`src/rtl/ax_btb_update_scheduler_if.sv`:
```
// Signal bundle between BTB update requesters, the update scheduler and the BTB RAM write ports.
interface ax_btb_update_scheduler_if #(
  parameter int WRITE_NUM  = 2,
  parameter int INDEX_BITS = 9,
  parameter int ENTRY_BITS = 32
);
  logic                            flush;
  logic [WRITE_NUM-1:0]            reqValid;
  logic [WRITE_NUM*INDEX_BITS-1:0] reqIndex;
  logic [WRITE_NUM*ENTRY_BITS-1:0] reqData;
  logic [WRITE_NUM-1:0]            ramWE;
  logic [WRITE_NUM*INDEX_BITS-1:0] ramWA;
  logic [WRITE_NUM*ENTRY_BITS-1:0] ramWV;
  logic                            initBusy;
  logic                            queueFull;
  logic [15:0]                     dropCount;

  modport master (
    output flush, reqValid, reqIndex, reqData,
    input  ramWE, ramWA, ramWV, initBusy, queueFull, dropCount
  );
  modport slave (
    input  flush, reqValid, reqIndex, reqData,
    output ramWE, ramWA, ramWV, initBusy, queueFull, dropCount
  );
endinterface

```
`src/rtl/ax_btb_update_scheduler.sv`:
```
// Schedules BTB updates onto banked RAM write ports: invalidation sweep after reset/flush,
// direct grants for bank-disjoint requests, and a small FIFO that replays bank conflicts later.
module ax_btb_update_scheduler #(
  parameter int WRITE_NUM   = 2,
  parameter int BANK_NUM    = 2,
  parameter int INDEX_BITS  = 9,
  parameter int ENTRY_BITS  = 32,
  parameter int QUEUE_DEPTH = 4
) (
  input  logic                    clk,
  input  logic                    rst,
  ax_btb_update_scheduler_if.slave bus
);
  localparam int PTR_W = (QUEUE_DEPTH > 1) ? $clog2(QUEUE_DEPTH) : 1;
  localparam int CNT_W = $clog2(QUEUE_DEPTH + 1);
  localparam logic [INDEX_BITS-1:0] BANK_MASK  = INDEX_BITS'(BANK_NUM - 1);
  localparam logic [INDEX_BITS-1:0] SWEEP_LAST = {INDEX_BITS{1'b1}};
  localparam logic [PTR_W-1:0]      PTR_LAST   = PTR_W'(QUEUE_DEPTH - 1);
  localparam logic [CNT_W-1:0]      CNT_FULL   = CNT_W'(QUEUE_DEPTH);

  typedef enum logic [0:0] {
    ST_INIT = 1'b0,
    ST_RUN  = 1'b1
  } state_e;

  state_e                state_q, state_d;
  logic [INDEX_BITS-1:0] sweep_q, sweep_d;
  logic [INDEX_BITS-1:0] qidx_q [QUEUE_DEPTH];
  logic [INDEX_BITS-1:0] qidx_d [QUEUE_DEPTH];
  logic [ENTRY_BITS-1:0] qdat_q [QUEUE_DEPTH];
  logic [ENTRY_BITS-1:0] qdat_d [QUEUE_DEPTH];
  logic [PTR_W-1:0]      wr_ptr_q, wr_ptr_d;
  logic [PTR_W-1:0]      rd_ptr_q, rd_ptr_d;
  logic [CNT_W-1:0]      count_q, count_d;
  logic                  full_q, full_d;
  logic [15:0]           drop_q, drop_d;

  logic [INDEX_BITS-1:0]           req_idx_s [WRITE_NUM];
  logic [ENTRY_BITS-1:0]           req_dat_s [WRITE_NUM];
  logic                            run_s;
  logic [WRITE_NUM-1:0]            grant_s;
  logic [WRITE_NUM-1:0]            blocked_s;
  logic [WRITE_NUM-1:0]            we_s;
  logic [WRITE_NUM*INDEX_BITS-1:0] wa_s;
  logic [WRITE_NUM*ENTRY_BITS-1:0] wv_s;
  logic                            push_s;
  logic                            pop_s;
  logic                            head_ok_s;
  logic [INDEX_BITS-1:0]           push_idx_s;
  logic [ENTRY_BITS-1:0]           push_dat_s;
  logic [16:0]                     drop_sum_s;

  function automatic logic same_bank(input logic [INDEX_BITS-1:0] a,
                                     input logic [INDEX_BITS-1:0] b);
    return (a & BANK_MASK) == (b & BANK_MASK);
  endfunction

  // Requests are ignored while sweeping, in reset, and in the flush cycle itself.
  assign run_s = (state_q == ST_RUN) && !bus.flush && !rst;

  // Unpack the flat request buses into per-requester views.
  always_comb begin
    for (int i = 0; i < WRITE_NUM; i++) begin
      req_idx_s[i] = bus.reqIndex[i*INDEX_BITS +: INDEX_BITS];
      req_dat_s[i] = bus.reqData[i*ENTRY_BITS +: ENTRY_BITS];
    end
  end

  // Priority bank arbitration: direct grants, one conflict push, and drop accounting.
  always_comb begin
    grant_s    = '0;
    blocked_s  = '0;
    push_s     = 1'b0;
    push_idx_s = '0;
    push_dat_s = '0;
    drop_sum_s = {1'b0, drop_q};
    for (int i = 0; i < WRITE_NUM; i++) begin
      for (int j = 0; j < i; j++) begin
        blocked_s[i] = blocked_s[i] | (grant_s[j] & same_bank(req_idx_s[i], req_idx_s[j]));
      end
      if (!run_s || !bus.reqValid[i]) begin
        grant_s[i] = 1'b0;
      end else if (!blocked_s[i]) begin
        grant_s[i] = 1'b1;
      end else if (!push_s && !full_q) begin
        push_s     = 1'b1;
        push_idx_s = req_idx_s[i];
        push_dat_s = req_dat_s[i];
      end else begin
        drop_sum_s = drop_sum_s + 17'd1;
      end
    end
  end

  // RAM write port muxing: sweep in INIT, otherwise direct grants plus at most one queue pop.
  always_comb begin
    we_s      = '0;
    wa_s      = '0;
    wv_s      = '0;
    pop_s     = 1'b0;
    head_ok_s = run_s && (count_q != '0);
    for (int j = 0; j < WRITE_NUM; j++) begin
      head_ok_s = head_ok_s & ~(grant_s[j] & same_bank(qidx_q[rd_ptr_q], req_idx_s[j]));
    end
    if (rst) begin
      we_s = '0;
    end else if (state_q == ST_INIT) begin
      we_s[0]              = 1'b1;
      wa_s[INDEX_BITS-1:0] = sweep_q;
    end else begin
      for (int i = 0; i < WRITE_NUM; i++) begin
        if (grant_s[i]) begin
          we_s[i]                          = 1'b1;
          wa_s[i*INDEX_BITS +: INDEX_BITS] = req_idx_s[i];
          wv_s[i*ENTRY_BITS +: ENTRY_BITS] = req_dat_s[i];
        end else if (head_ok_s && !pop_s) begin
          pop_s                            = 1'b1;
          we_s[i]                          = 1'b1;
          wa_s[i*INDEX_BITS +: INDEX_BITS] = qidx_q[rd_ptr_q];
          wv_s[i*ENTRY_BITS +: ENTRY_BITS] = qdat_q[rd_ptr_q];
        end else begin
          we_s[i] = 1'b0;
        end
      end
    end
  end

  // Next-state: FSM, sweep counter, conflict FIFO and saturating drop counter.
  always_comb begin
    state_d  = state_q;
    sweep_d  = sweep_q;
    qidx_d   = qidx_q;
    qdat_d   = qdat_q;
    wr_ptr_d = wr_ptr_q;
    rd_ptr_d = rd_ptr_q;
    count_d  = count_q;
    drop_d   = drop_sum_s[16] ? 16'hFFFF : drop_sum_s[15:0];
    if (bus.flush) begin
      state_d  = ST_INIT;
      sweep_d  = '0;
      wr_ptr_d = '0;
      rd_ptr_d = '0;
      count_d  = '0;
    end else if (state_q == ST_INIT) begin
      state_d = (sweep_q == SWEEP_LAST) ? ST_RUN : ST_INIT;
      sweep_d = sweep_q + INDEX_BITS'(1);
    end else begin
      if (push_s) begin
        qidx_d[wr_ptr_q] = push_idx_s;
        qdat_d[wr_ptr_q] = push_dat_s;
        wr_ptr_d         = (wr_ptr_q == PTR_LAST) ? '0 : wr_ptr_q + PTR_W'(1);
      end else begin
        wr_ptr_d = wr_ptr_q;
      end
      if (pop_s) begin
        rd_ptr_d = (rd_ptr_q == PTR_LAST) ? '0 : rd_ptr_q + PTR_W'(1);
      end else begin
        rd_ptr_d = rd_ptr_q;
      end
      count_d = count_q + CNT_W'(push_s) - CNT_W'(pop_s);
    end
    full_d = (count_d == CNT_FULL);
  end

  // Control state registers with asynchronous reset.
  always_ff @(posedge clk or posedge rst) begin
    if (rst) begin
      state_q  <= ST_INIT;
      sweep_q  <= '0;
      wr_ptr_q <= '0;
      rd_ptr_q <= '0;
      count_q  <= '0;
      full_q   <= 1'b0;
      drop_q   <= '0;
    end else begin
      state_q  <= state_d;
      sweep_q  <= sweep_d;
      wr_ptr_q <= wr_ptr_d;
      rd_ptr_q <= rd_ptr_d;
      count_q  <= count_d;
      full_q   <= full_d;
      drop_q   <= drop_d;
    end
  end

  // FIFO payload storage; validity is tracked by count_q, so no reset is needed.
  always_ff @(posedge clk) begin
    qidx_q <= qidx_d;
    qdat_q <= qdat_d;
  end

  assign bus.ramWE     = we_s;
  assign bus.ramWA     = wa_s;
  assign bus.ramWV     = wv_s;
  assign bus.initBusy  = (state_q == ST_INIT);
  assign bus.queueFull = full_q;
  assign bus.dropCount = drop_q;
endmodule
```
`src/flat_wrapper.sv`:
```
// flat-port wrapper written by rule: the top's interface ports become plain ports
module ax_btb_update_scheduler_flat 
#(
  parameter int WRITE_NUM   = 2,
  parameter int BANK_NUM    = 2,
  parameter int INDEX_BITS  = 9,
  parameter int ENTRY_BITS  = 32,
  parameter int QUEUE_DEPTH = 4
)
  (clk, rst, bus_flush, bus_reqValid, bus_reqIndex, bus_reqData, bus_ramWE, bus_ramWA, bus_ramWV, bus_initBusy, bus_queueFull, bus_dropCount);
  ax_btb_update_scheduler_if #(.WRITE_NUM(WRITE_NUM), .INDEX_BITS(INDEX_BITS), .ENTRY_BITS(ENTRY_BITS)) bus_i ();
  input  logic clk;
  input  logic rst;
  input wire logic [$bits(bus_i.flush)-1:0] bus_flush;
  input wire logic [$bits(bus_i.reqValid)-1:0] bus_reqValid;
  input wire logic [$bits(bus_i.reqIndex)-1:0] bus_reqIndex;
  input wire logic [$bits(bus_i.reqData)-1:0] bus_reqData;
  output wire logic [$bits(bus_i.ramWE)-1:0] bus_ramWE;
  output wire logic [$bits(bus_i.ramWA)-1:0] bus_ramWA;
  output wire logic [$bits(bus_i.ramWV)-1:0] bus_ramWV;
  output wire logic [$bits(bus_i.initBusy)-1:0] bus_initBusy;
  output wire logic [$bits(bus_i.queueFull)-1:0] bus_queueFull;
  output wire logic [$bits(bus_i.dropCount)-1:0] bus_dropCount;
  assign bus_i.flush = bus_flush;
  assign bus_i.reqValid = bus_reqValid;
  assign bus_i.reqIndex = bus_reqIndex;
  assign bus_i.reqData = bus_reqData;
  assign bus_ramWE = bus_i.ramWE;
  assign bus_ramWA = bus_i.ramWA;
  assign bus_ramWV = bus_i.ramWV;
  assign bus_initBusy = bus_i.initBusy;
  assign bus_queueFull = bus_i.queueFull;
  assign bus_dropCount = bus_i.dropCount;
  ax_btb_update_scheduler #(.WRITE_NUM(WRITE_NUM), .BANK_NUM(BANK_NUM), .INDEX_BITS(INDEX_BITS), .ENTRY_BITS(ENTRY_BITS), .QUEUE_DEPTH(QUEUE_DEPTH)) u_core (.clk(clk), .rst(rst), .bus(bus_i));
endmodule
```
`config.mk`:
```
export PLATFORM = sky130hd
export DESIGN_NAME = ax_btb_update_scheduler_flat
export DESIGN_NICKNAME = d
export VERILOG_FILES = /design/src/rtl/ax_btb_update_scheduler_if.sv /design/src/rtl/ax_btb_update_scheduler.sv /design/src/flat_wrapper.sv
export SDC_FILE = /design/constraint.sdc
export NUM_CORES = 1
export LEC_CHECK = 0
export CORE_MARGIN = 5
export CORE_UTILIZATION = 47
export CTS_CLUSTER_SIZE = 40
export DETAILED_ROUTE_END_ITERATION = 6
export PLACE_DENSITY = 0.77
export REMOVE_ABC_BUFFERS = 1
export SYNTH_ARGS = -nofsm -noshare
export SYNTH_HDL_FRONTEND = slang
export SYNTH_SLANG_ARGS = --single-unit
```
`constraint.sdc`:
```
create_clock -name clk -period 3.1 [get_ports clk]
set_clock_uncertainty 0.05 [all_clocks]
set_input_delay 0.62 -clock clk [delete_from_list [all_inputs] [get_ports clk]]
set_output_delay 0.62 -clock clk [all_outputs]
set_load 0.01 [all_outputs]
```
# ---- Word-level counts from Yosys, hierarchy flattened
# Cells that the tools add are included.
dict set report classes {
  eq_ne 9
  order_cmp 3
  n_addsub 6
  n_bitwise 11
  n_mux 70
  n_reduce_logical 23
}
# cell n
set op_table {}
lappend op_table {{32-bit 2-to-1 mux} 10}
lappend op_table {{128-bit bitwise mux} 1}
lappend op_table {{64-bit 2-to-1 mux} 2}
lappend op_table {{9-bit 2-to-1 mux} 14}
lappend op_table {{32-bit binary-select mux with 2-bit select} 1}
lappend op_table {{32-bit demux with 2-bit select} 1}
lappend op_table {{17-bit 2-to-1 mux} 3}
lappend op_table {{36-bit bitwise mux} 1}
lappend op_table {{1-bit 2-to-1 mux} 22}
lappend op_table {{9-bit binary-select mux with 2-bit select} 1}
lappend op_table {{9-bit demux with 2-bit select} 1}
lappend op_table {{18-bit 2-to-1 mux} 1}
lappend op_table {{2-bit 2-to-1 mux} 9}
lappend op_table {{16-bit by 1-bit adder with 17-bit output (second input constant)} 1}
lappend op_table {{16-bit 2-to-1 mux} 1}
lappend op_table {{2-bit nonzero test} 5}
lappend op_table {{9-bit by 1-bit adder with 9-bit output (second input constant)} 1}
lappend op_table {{9-bit equality test (second input constant)} 1}
lappend op_table {{3-bit >= comparator (second input constant)} 2}
lappend op_table {{1-bit zero test} 6}
lappend op_table {{3-bit 2-to-1 mux} 2}
lappend op_table {{2-bit inverter with 3-bit output} 2}
lappend op_table {{3-bit AND reduction} 2}
lappend op_table {{1-bit bitwise AND} 5}
lappend op_table {{other kinds (14)} 27}
dict set report word_totals {
  reg_bits 198
  in_bits 87
  out_inout_bits 102
  elab_cells 137
}

# ---- Logic depth before layout (Yosys ltp)
dict set report logic_depth {
  depth_word 26
  ltp_mapped 13
  ltp_nobuf 11
}

# ---- Least setup slack after synthesis
# OpenSTA, ideal clock, no wires.
dict set report synth_path {
  path_type {input-to-reg}
  start {in rst}
  end {reg u_core.qdat_q[0] (netlist name) (enable)}
  slack_ns -0.455
  t_arrival_ns 3.102
  setup_ns 0.402
  required_ns 2.648
  cell_stages 7
  cell_sequence {buf_2 -> or4bb_1 -> buf_2 -> nor4_2 -> buf_2 -> buf_4 -> and2_1}
}
dict set report synth_between {
  elab_chain_len 9
  word_cells_on_any_way 10
  cone_classes {3 x mux; 1 x bitwise; 6 x reduce/logical}
}
# element line_no
set synth_rtl {}
lappend synth_rtl {{start, declared} flat_wrapper.sv:13} ;# input logic rst;
lappend synth_rtl {{1-bit zero test *} ax_btb_update_scheduler.sv:59} ;# assign run_s = (state_q == ST_RUN) && !bus.flush && !rst;
lappend synth_rtl {{1-bit logical AND *} ax_btb_update_scheduler.sv:59}
lappend synth_rtl {{1-bit zero test *} ax_btb_update_scheduler.sv:81} ;# if (!run_s || !bus.reqValid[i]) begin
lappend synth_rtl {{1-bit logical OR} ax_btb_update_scheduler.sv:81}
lappend synth_rtl {{1-bit 2-to-1 mux} ax_btb_update_scheduler.sv:81}
lappend synth_rtl {{1-bit bitwise AND} ax_btb_update_scheduler.sv:79} ;# blocked_s[i] = blocked_s[i] | (grant_s[j] & same_bank(req_idx_s[i], req_idx_s[j]));
lappend synth_rtl {{1-bit 2-to-1 mux} ax_btb_update_scheduler.sv:83} ;# end else if (!blocked_s[i]) begin
lappend synth_rtl {{1-bit 2-to-1 mux *} ax_btb_update_scheduler.sv:81}
lappend synth_rtl {{3-bit AND reduction (no line) *} -}
lappend synth_rtl {{end signal, assigned} ax_btb_update_scheduler.sv:189} ;# qdat_q <= qdat_d;
lappend synth_rtl {{end, declared} ax_btb_update_scheduler.sv:30} ;# logic [ENTRY_BITS-1:0] qdat_q [QUEUE_DEPTH];
# Mark *: on every way between the ends. The rest lies on a longest branch, timed or not.
# A chain may end at the register's enable or synchronous reset.

# ---- Worst setup path in the final report
dict set report layout_path {
  start {reg u_core.rd_ptr_q[0]}
  end {out bus_ramWV[20]}
}
dict set report layout_between {
  elab_chain_len 13
  word_cells_on_any_way 19
  cone_classes {2 x eq/ne; 10 x mux; 7 x bitwise}
}
# element line_no
set layout_rtl {}
lappend layout_rtl {{start, declared} ax_btb_update_scheduler.sv:33} ;# logic [PTR_W-1:0] rd_ptr_q, rd_ptr_d;
lappend layout_rtl {{start signal, assigned} ax_btb_update_scheduler.sv:179} ;# rd_ptr_q <= rd_ptr_d;
lappend layout_rtl {{2-bit inverter with 3-bit output (not written as such) *} {ax_btb_update_scheduler.sv:103, ax_btb_update_scheduler.sv:120}}
lappend layout_rtl {{9-bit binary-select mux with 2-bit select} ax_btb_update_scheduler.sv:103} ;# head_ok_s = head_ok_s & ~(grant_s[j] & same_bank(qidx_q[rd_ptr_q], req_idx_s[j]));
lappend layout_rtl {{9-bit 2-to-1 mux (not written as such) (2 in series)} ax_btb_update_scheduler.sv:103}
lappend layout_rtl {{1-bit equality test} ax_btb_update_scheduler.sv:55} ;# return (a & BANK_MASK) == (b & BANK_MASK);
lappend layout_rtl {{1-bit bitwise AND} ax_btb_update_scheduler.sv:103}
lappend layout_rtl {{1-bit inverter} ax_btb_update_scheduler.sv:103}
lappend layout_rtl {{1-bit bitwise AND (2 in series)} ax_btb_update_scheduler.sv:103}
lappend layout_rtl {{32-bit 2-to-1 mux *} ax_btb_update_scheduler.sv:116} ;# end else if (head_ok_s && !pop_s) begin
lappend layout_rtl {{32-bit 2-to-1 mux *} ax_btb_update_scheduler.sv:112} ;# if (grant_s[i]) begin
lappend layout_rtl {{64-bit 2-to-1 mux *} ax_btb_update_scheduler.sv:107} ;# end else if (state_q == ST_INIT) begin
lappend layout_rtl {{64-bit 2-to-1 mux *} ax_btb_update_scheduler.sv:105} ;# if (rst) begin
lappend layout_rtl {{end, declared} flat_wrapper.sv:20} ;# output wire logic [$bits(bus_i.ramWV)-1:0] bus_ramWV;
# Mark *: on every way between the ends. The rest lies on a longest branch, timed or not. The select of a mux whose other input is x is not followed.

==> insert_results.sql <==
INSERT INTO impl_metrics (metric_group, metric, value, unit) VALUES
('logic_synthesis', 'yosysTopAreaCellShare', '0.520', ''),
('logic_synthesis', 'yosys.area.top_type', 'sky130_fd_sc_hd__edfxtp_1', ''),
('floorplan', 'number_of_core_rows', '52', ''),
('worst_setup_path', 'max_stage_delay', '0.57', 'ns'),
('place', 'dp_cells', '1121', ''),
('clock_tree', 'clock_tree_from_tritoncts', 'built', ''),
('grt', 'grt_use_total', '0.217', ''),
('place', 'globalplace.congestion', '0.849', ''),
('run_status', 'outcome', 'finished with violations', ''),
('final_layout', 'fill_cells', '1459', ''),
('clock_tree', 'cts_made_buffers', '17', ''),
('timing', 'hold-worst-slack', '0.494', 'ns'),
('timing', 'rel_slew_slack', '0.590', ''),
('timing', 'period_minus_slack', '3.36', 'ns'),
('power', 'p_leak', '5.54', 'nW'),
('worst_setup_path', 'timing.critical_path.required', '2.43', 'ns'),
('clock_tree', 'clock_latency', '0.43', 'ns'),
('drt', 'antenna_violating_nets_post_route', '0', ''),
('logic_synthesis', 'synthesis_warning_total', '0', ''),
('timing', 'final_hold_viol_count', '0', ''),
('timing', 'final-setup-viol-count', '85', ''),
('grt', 'first_global_vias', '7164', ''),
('worst_setup_path', 'setup.worst_path.end_class', 'primary output', ''),
('worst_setup_path', 'path_max_fanout', '8', ''),
('worst_setup_path', 'worstPathCellList', 'mux4_2 > buf_12 > xnor2_4 > a211oi_4 > buf_6 > buf_8 > buf_8 > buf_4 > a22o_1 > buf_2', ''),
('logic_synthesis', 'synth.ff_latch_count', '198', ''),
('timing', 'final_critical_path_setup_slack', '-0.258', 'ns'),
('place', 'detailed_place_hpwl', '16000', 'um'),
('logic_synthesis', 'synth-xor-area-share', '0.0147', ''),
('final_layout', 'finalNonFillerCells', '1193', ''),
('logic_synthesis', 'syn_area', '0.00948', 'mm^2'),
('logic_synthesis', 'ys_top_cells_by_area', 'sky130_fd_sc_hd__edfxtp_1 (52%), sky130_fd_sc_hd__mux4_2 (9.7%), sky130_fd_sc_hd__dfrtp_1 (9.0%)', ''),
('floorplan', 'ios', '189', ''),
('logic_synthesis', 'number_of_flops_mapped_to_enable_cells_by_yosys', '164', ''),
('min_path', 'hold_path.class', 'reg2reg', ''),
('final_layout', 'post_route_cell_area', '0.0131', 'mm^2'),
('grt', 'antenna_found_initial', '0', ''),
('timing', 'achievable-frequency', '298', 'MHz'),
('drt', 'vias_per_cell', '5.72', ''),
('floorplan', 'fp.dieW', '152', 'um'),
('clock_tree', 'clock_sink_count', '198', ''),
('logic_synthesis', 'synthAdderAreaFrac', '0.0153', ''),
('logic_synthesis', 'synth_compound_area_frac', '0.0995', ''),
('power', 'power_dens_cells', '403', 'mW/mm^2'),
('logic_synthesis', 'postSynth.topFlopCell', 'sky130_fd_sc_hd__edfxtp_1', ''),
('worst_setup_path', 'critical_path.top_delay_family', 'buffers and inverters', ''),
('logic_synthesis', 'avgSynthCellArea', '14.6', 'um^2'),
('drt', 'drt-total-wl', '25700', 'um'),
('drt', 'via_count', '6828', ''),
('grt', 'grt_start_max_net_pins', '49', ''),
('drt', 'drc', '0', ''),
('logic_synthesis', 'share_of_synthesized_area_spent_on_multiplexers', '0.141', ''),
('final_layout', 'drive_above_1_share', '0.348', ''),
('worst_setup_path', 'timing.setup.critical_path_class', 'reg2out', ''),
('worst_setup_path', 'worst-endpoint-arrival', '2.69', 'ns'),
('flow_run', 'cap_violations', '0', ''),
('run_status', 'violated_checks', 'setup timing', ''),
('timing', 'final_min_period_over_clock_period', '1.08', ''),
('floorplan', 'core_area', '0.0200', 'mm^2'),
('grt', 'grt_pass1_wl', '39800', 'um'),
('logic_synthesis', 'proportion_of_synthesized_flip_flops_having_asynchronous_set_or_reset', '0.172', ''),
('grt', 'grt_remaining_overflow', '0', ''),
('place', 'post_placement_cell_area', '0.0121', 'mm^2'),
('timing', 'tightestPinTransition', '0.615', 'ns'),
('final_layout', 'finish.net_count', '1008', ''),
('drt', 'drt_iter0_markers', '428', ''),
('worst_setup_path', 'worst_path_max_delay_cell', 'sky130_fd_sc_hd__mux4_2', ''),
('floorplan', 'die_height', '152', 'um'),
('worst_setup_path', 'crit_buf_inv', '6', ''),
('final_layout', 'flow.area_growth_from_synthesis', '38.7', '%'),
('timing', 'drv_slew', '0', '');
==> cells in the mapped netlist, types with 2 or more instances <==
master,count
sky130_fd_sc_hd__and2_1,44
sky130_fd_sc_hd__ha_1,10
sky130_fd_sc_hd__buf_2,14
sky130_fd_sc_hd__and3_1,2
sky130_fd_sc_hd__inv_1,15
sky130_fd_sc_hd__clkbuf_1,23
sky130_fd_sc_hd__xor2_1,7
sky130_fd_sc_hd__mux4_2,41
sky130_fd_sc_hd__nand3_1,13
sky130_fd_sc_hd__buf_4,7
sky130_fd_sc_hd__buf_6,2
sky130_fd_sc_hd__nor3_1,7
sky130_fd_sc_hd__nand4_1,12
sky130_fd_sc_hd__mux2_2,2
sky130_fd_sc_hd__dfrtp_1,34
sky130_fd_sc_hd__o2bb2ai_1,9
sky130_fd_sc_hd__nor4_1,4
sky130_fd_sc_hd__nor2_1,24
sky130_fd_sc_hd__or3_1,3
sky130_fd_sc_hd__edfxtp_1,164
sky130_fd_sc_hd__nor4_2,2
sky130_fd_sc_hd__nor2b_1,3
sky130_fd_sc_hd__a21oi_1,50
sky130_fd_sc_hd__a211oi_2,2
sky130_fd_sc_hd__o21ai_0,13
sky130_fd_sc_hd__or2_2,2
sky130_fd_sc_hd__a22o_1,40
sky130_fd_sc_hd__o21ai_1,2
sky130_fd_sc_hd__o211ai_1,2
sky130_fd_sc_hd__xnor2_1,7
sky130_fd_sc_hd__and4_1,7
sky130_fd_sc_hd__a31oi_1,6
sky130_fd_sc_hd__mux2i_1,39
sky130_fd_sc_hd__nand2_1,14
sky130_fd_sc_hd__o31ai_1,3
==> cell usage in the layout, fill, tap and decap left out, types with 4 or more instances in the layout <==
cell type                           n
sky130_fd_sc_hd__mux4_2            41
sky130_fd_sc_hd__nor2_1            22
sky130_fd_sc_hd__inv_1             15
sky130_fd_sc_hd__nand4_1           12
sky130_fd_sc_hd__and4_1             6
sky130_fd_sc_hd__o21ai_0           13
sky130_fd_sc_hd__buf_12            16
sky130_fd_sc_hd__xor2_1             7
sky130_fd_sc_hd__dlygate4sd2_1      4
sky130_fd_sc_hd__and2_1            40
sky130_fd_sc_hd__o2bb2ai_2          7
sky130_fd_sc_hd__buf_2             79
sky130_fd_sc_hd__mux2i_1           38
sky130_fd_sc_hd__nor3_1             6
sky130_fd_sc_hd__nand2_1           13
sky130_fd_sc_hd__and2_2             4
sky130_fd_sc_hd__dfrtp_1           32
sky130_fd_sc_hd__a22o_1            40
sky130_fd_sc_hd__buf_4             55
sky130_fd_sc_hd__a21oi_2           19
sky130_fd_sc_hd__ha_1               9
sky130_fd_sc_hd__clkdlybuf4s50_1  100
sky130_fd_sc_hd__a31oi_1            6
sky130_fd_sc_hd__xnor2_1            5
sky130_fd_sc_hd__edfxtp_1         164
sky130_fd_sc_hd__clkbuf_16         18
sky130_fd_sc_hd__nand3_1           13
sky130_fd_sc_hd__inv_6              5
sky130_fd_sc_hd__buf_6             28
sky130_fd_sc_hd__a21oi_1           31
==> logic make-up after synthesis <==
logic type      count (synthesis)
buf+inv                        63
compound gates                135
xor+xnor                       15
simple gates                  145
fa+ha+maj                      11
flops                         198
mux                            82
==> layer usage <==
| metal | GRT usage | part of all wire | wire (um) | up-vias |
|---|---|---|---|---|
| met1 | 0.283 | 0.41 | 10600 | 3420 |
| met5 | 0 | 0 | 0 | - |
| met4 | 0.0634 | 0.018 | 452 | 0 |
| met2 | 0.366 | 0.50 | 12800 | 278 |
| met3 | 0.0506 | 0.067 | 1730 | 40 |
| li1 | - | - | - | 3090 |
==> path summary, 6_finish.rpt <==
check                                                  endpoint  depth (start not counted)  slack (ns)                                 start
min                        u_core.bus.dropCount[12]$_DFFE_PP0P_                          1        0.49  u_core.bus.dropCount[12]$_DFFE_PP0P_
min reg2reg                u_core.bus.dropCount[12]$_DFFE_PP0P_                          1        0.49  u_core.bus.dropCount[12]$_DFFE_PP0P_
max                                               bus_ramWV[20]                         10       -0.26        u_core.rd_ptr_q[0]$_DFFE_PP0P_
max in group asynchronous        u_core.rd_ptr_q[1]$_DFFE_PP0P_                          5        1.84                                   rst
max reg2reg                      u_core.bus.queueFull$_DFF_PP0_                         13       -0.14        u_core.rd_ptr_q[0]$_DFFE_PP0P_
min in group asynchronous         u_core.sweep_q[2]$_DFFE_PP0P_                          4        0.53                                   rst
==> per-stage QoR <==
step,TNS (ns),setup WS (ns),total power [mW],utilization
detailed placement,-170.33,-0.742,3.10,0.606
finish,-14.44,-0.258,5.30,0.656
CTS,-15.54,-0.307,5.32,0.646
global placement,-158.21,-0.721,3.10,0.606
global route,-22.25,-0.339,5.46,0.656
floorplan,-602.62,-4.48,2.94,-
==> worst register-to-register path, delay by kind of cell (launching register included) <==
family	cells	cell delay, ns
AND/OR/NAND/NOR	2	0.42
flip-flops	1	0.38
buffers and inverters	3	0.35
adder cells (fa/ha/maj)	3	0.70
XOR/XNOR	3	0.42
AO/OA/AOI/OAI	1	0.27
multiplexers	1	0.57
==> power by group <==
group	switching [mW]	internal (mW)
clock	1.02	1.22
combinational	0.0743	0.129
sequential	0.00449	2.84
==> sequential cells by signal (all words and copies together), names as in the netlist, 2 cells and up <==
name / flops
u_core.qidx_q: 36
u_core.qdat_q: 128
u_core.wr_ptr_q: 2
u_core.count_q: 3
u_core.sweep_q: 9
u_core.rd_ptr_q: 2
u_core.bus.dropCount: 16
==> cell type report <==
class,count,area [um^2],share of cell area
multi-input combinational,388,3730,0.284
tap,270,338,0.0257
sequential,198,5780,0.440
inverter,16,60.1,0.00457
clock buffer,17,425,0.0324
timing repair buffer,289,2630,0.200
clock inverter,15,181,0.0138
==> timing repair <==
item / in CTS / in global routing
setup endpoints to repair: 250 / 234
pin swaps: 28 / 27
cloned: 5 / 1
resized for setup: 400 / 32
buffers inserted: 27 / 9
(Power assumes the default switching activity.)
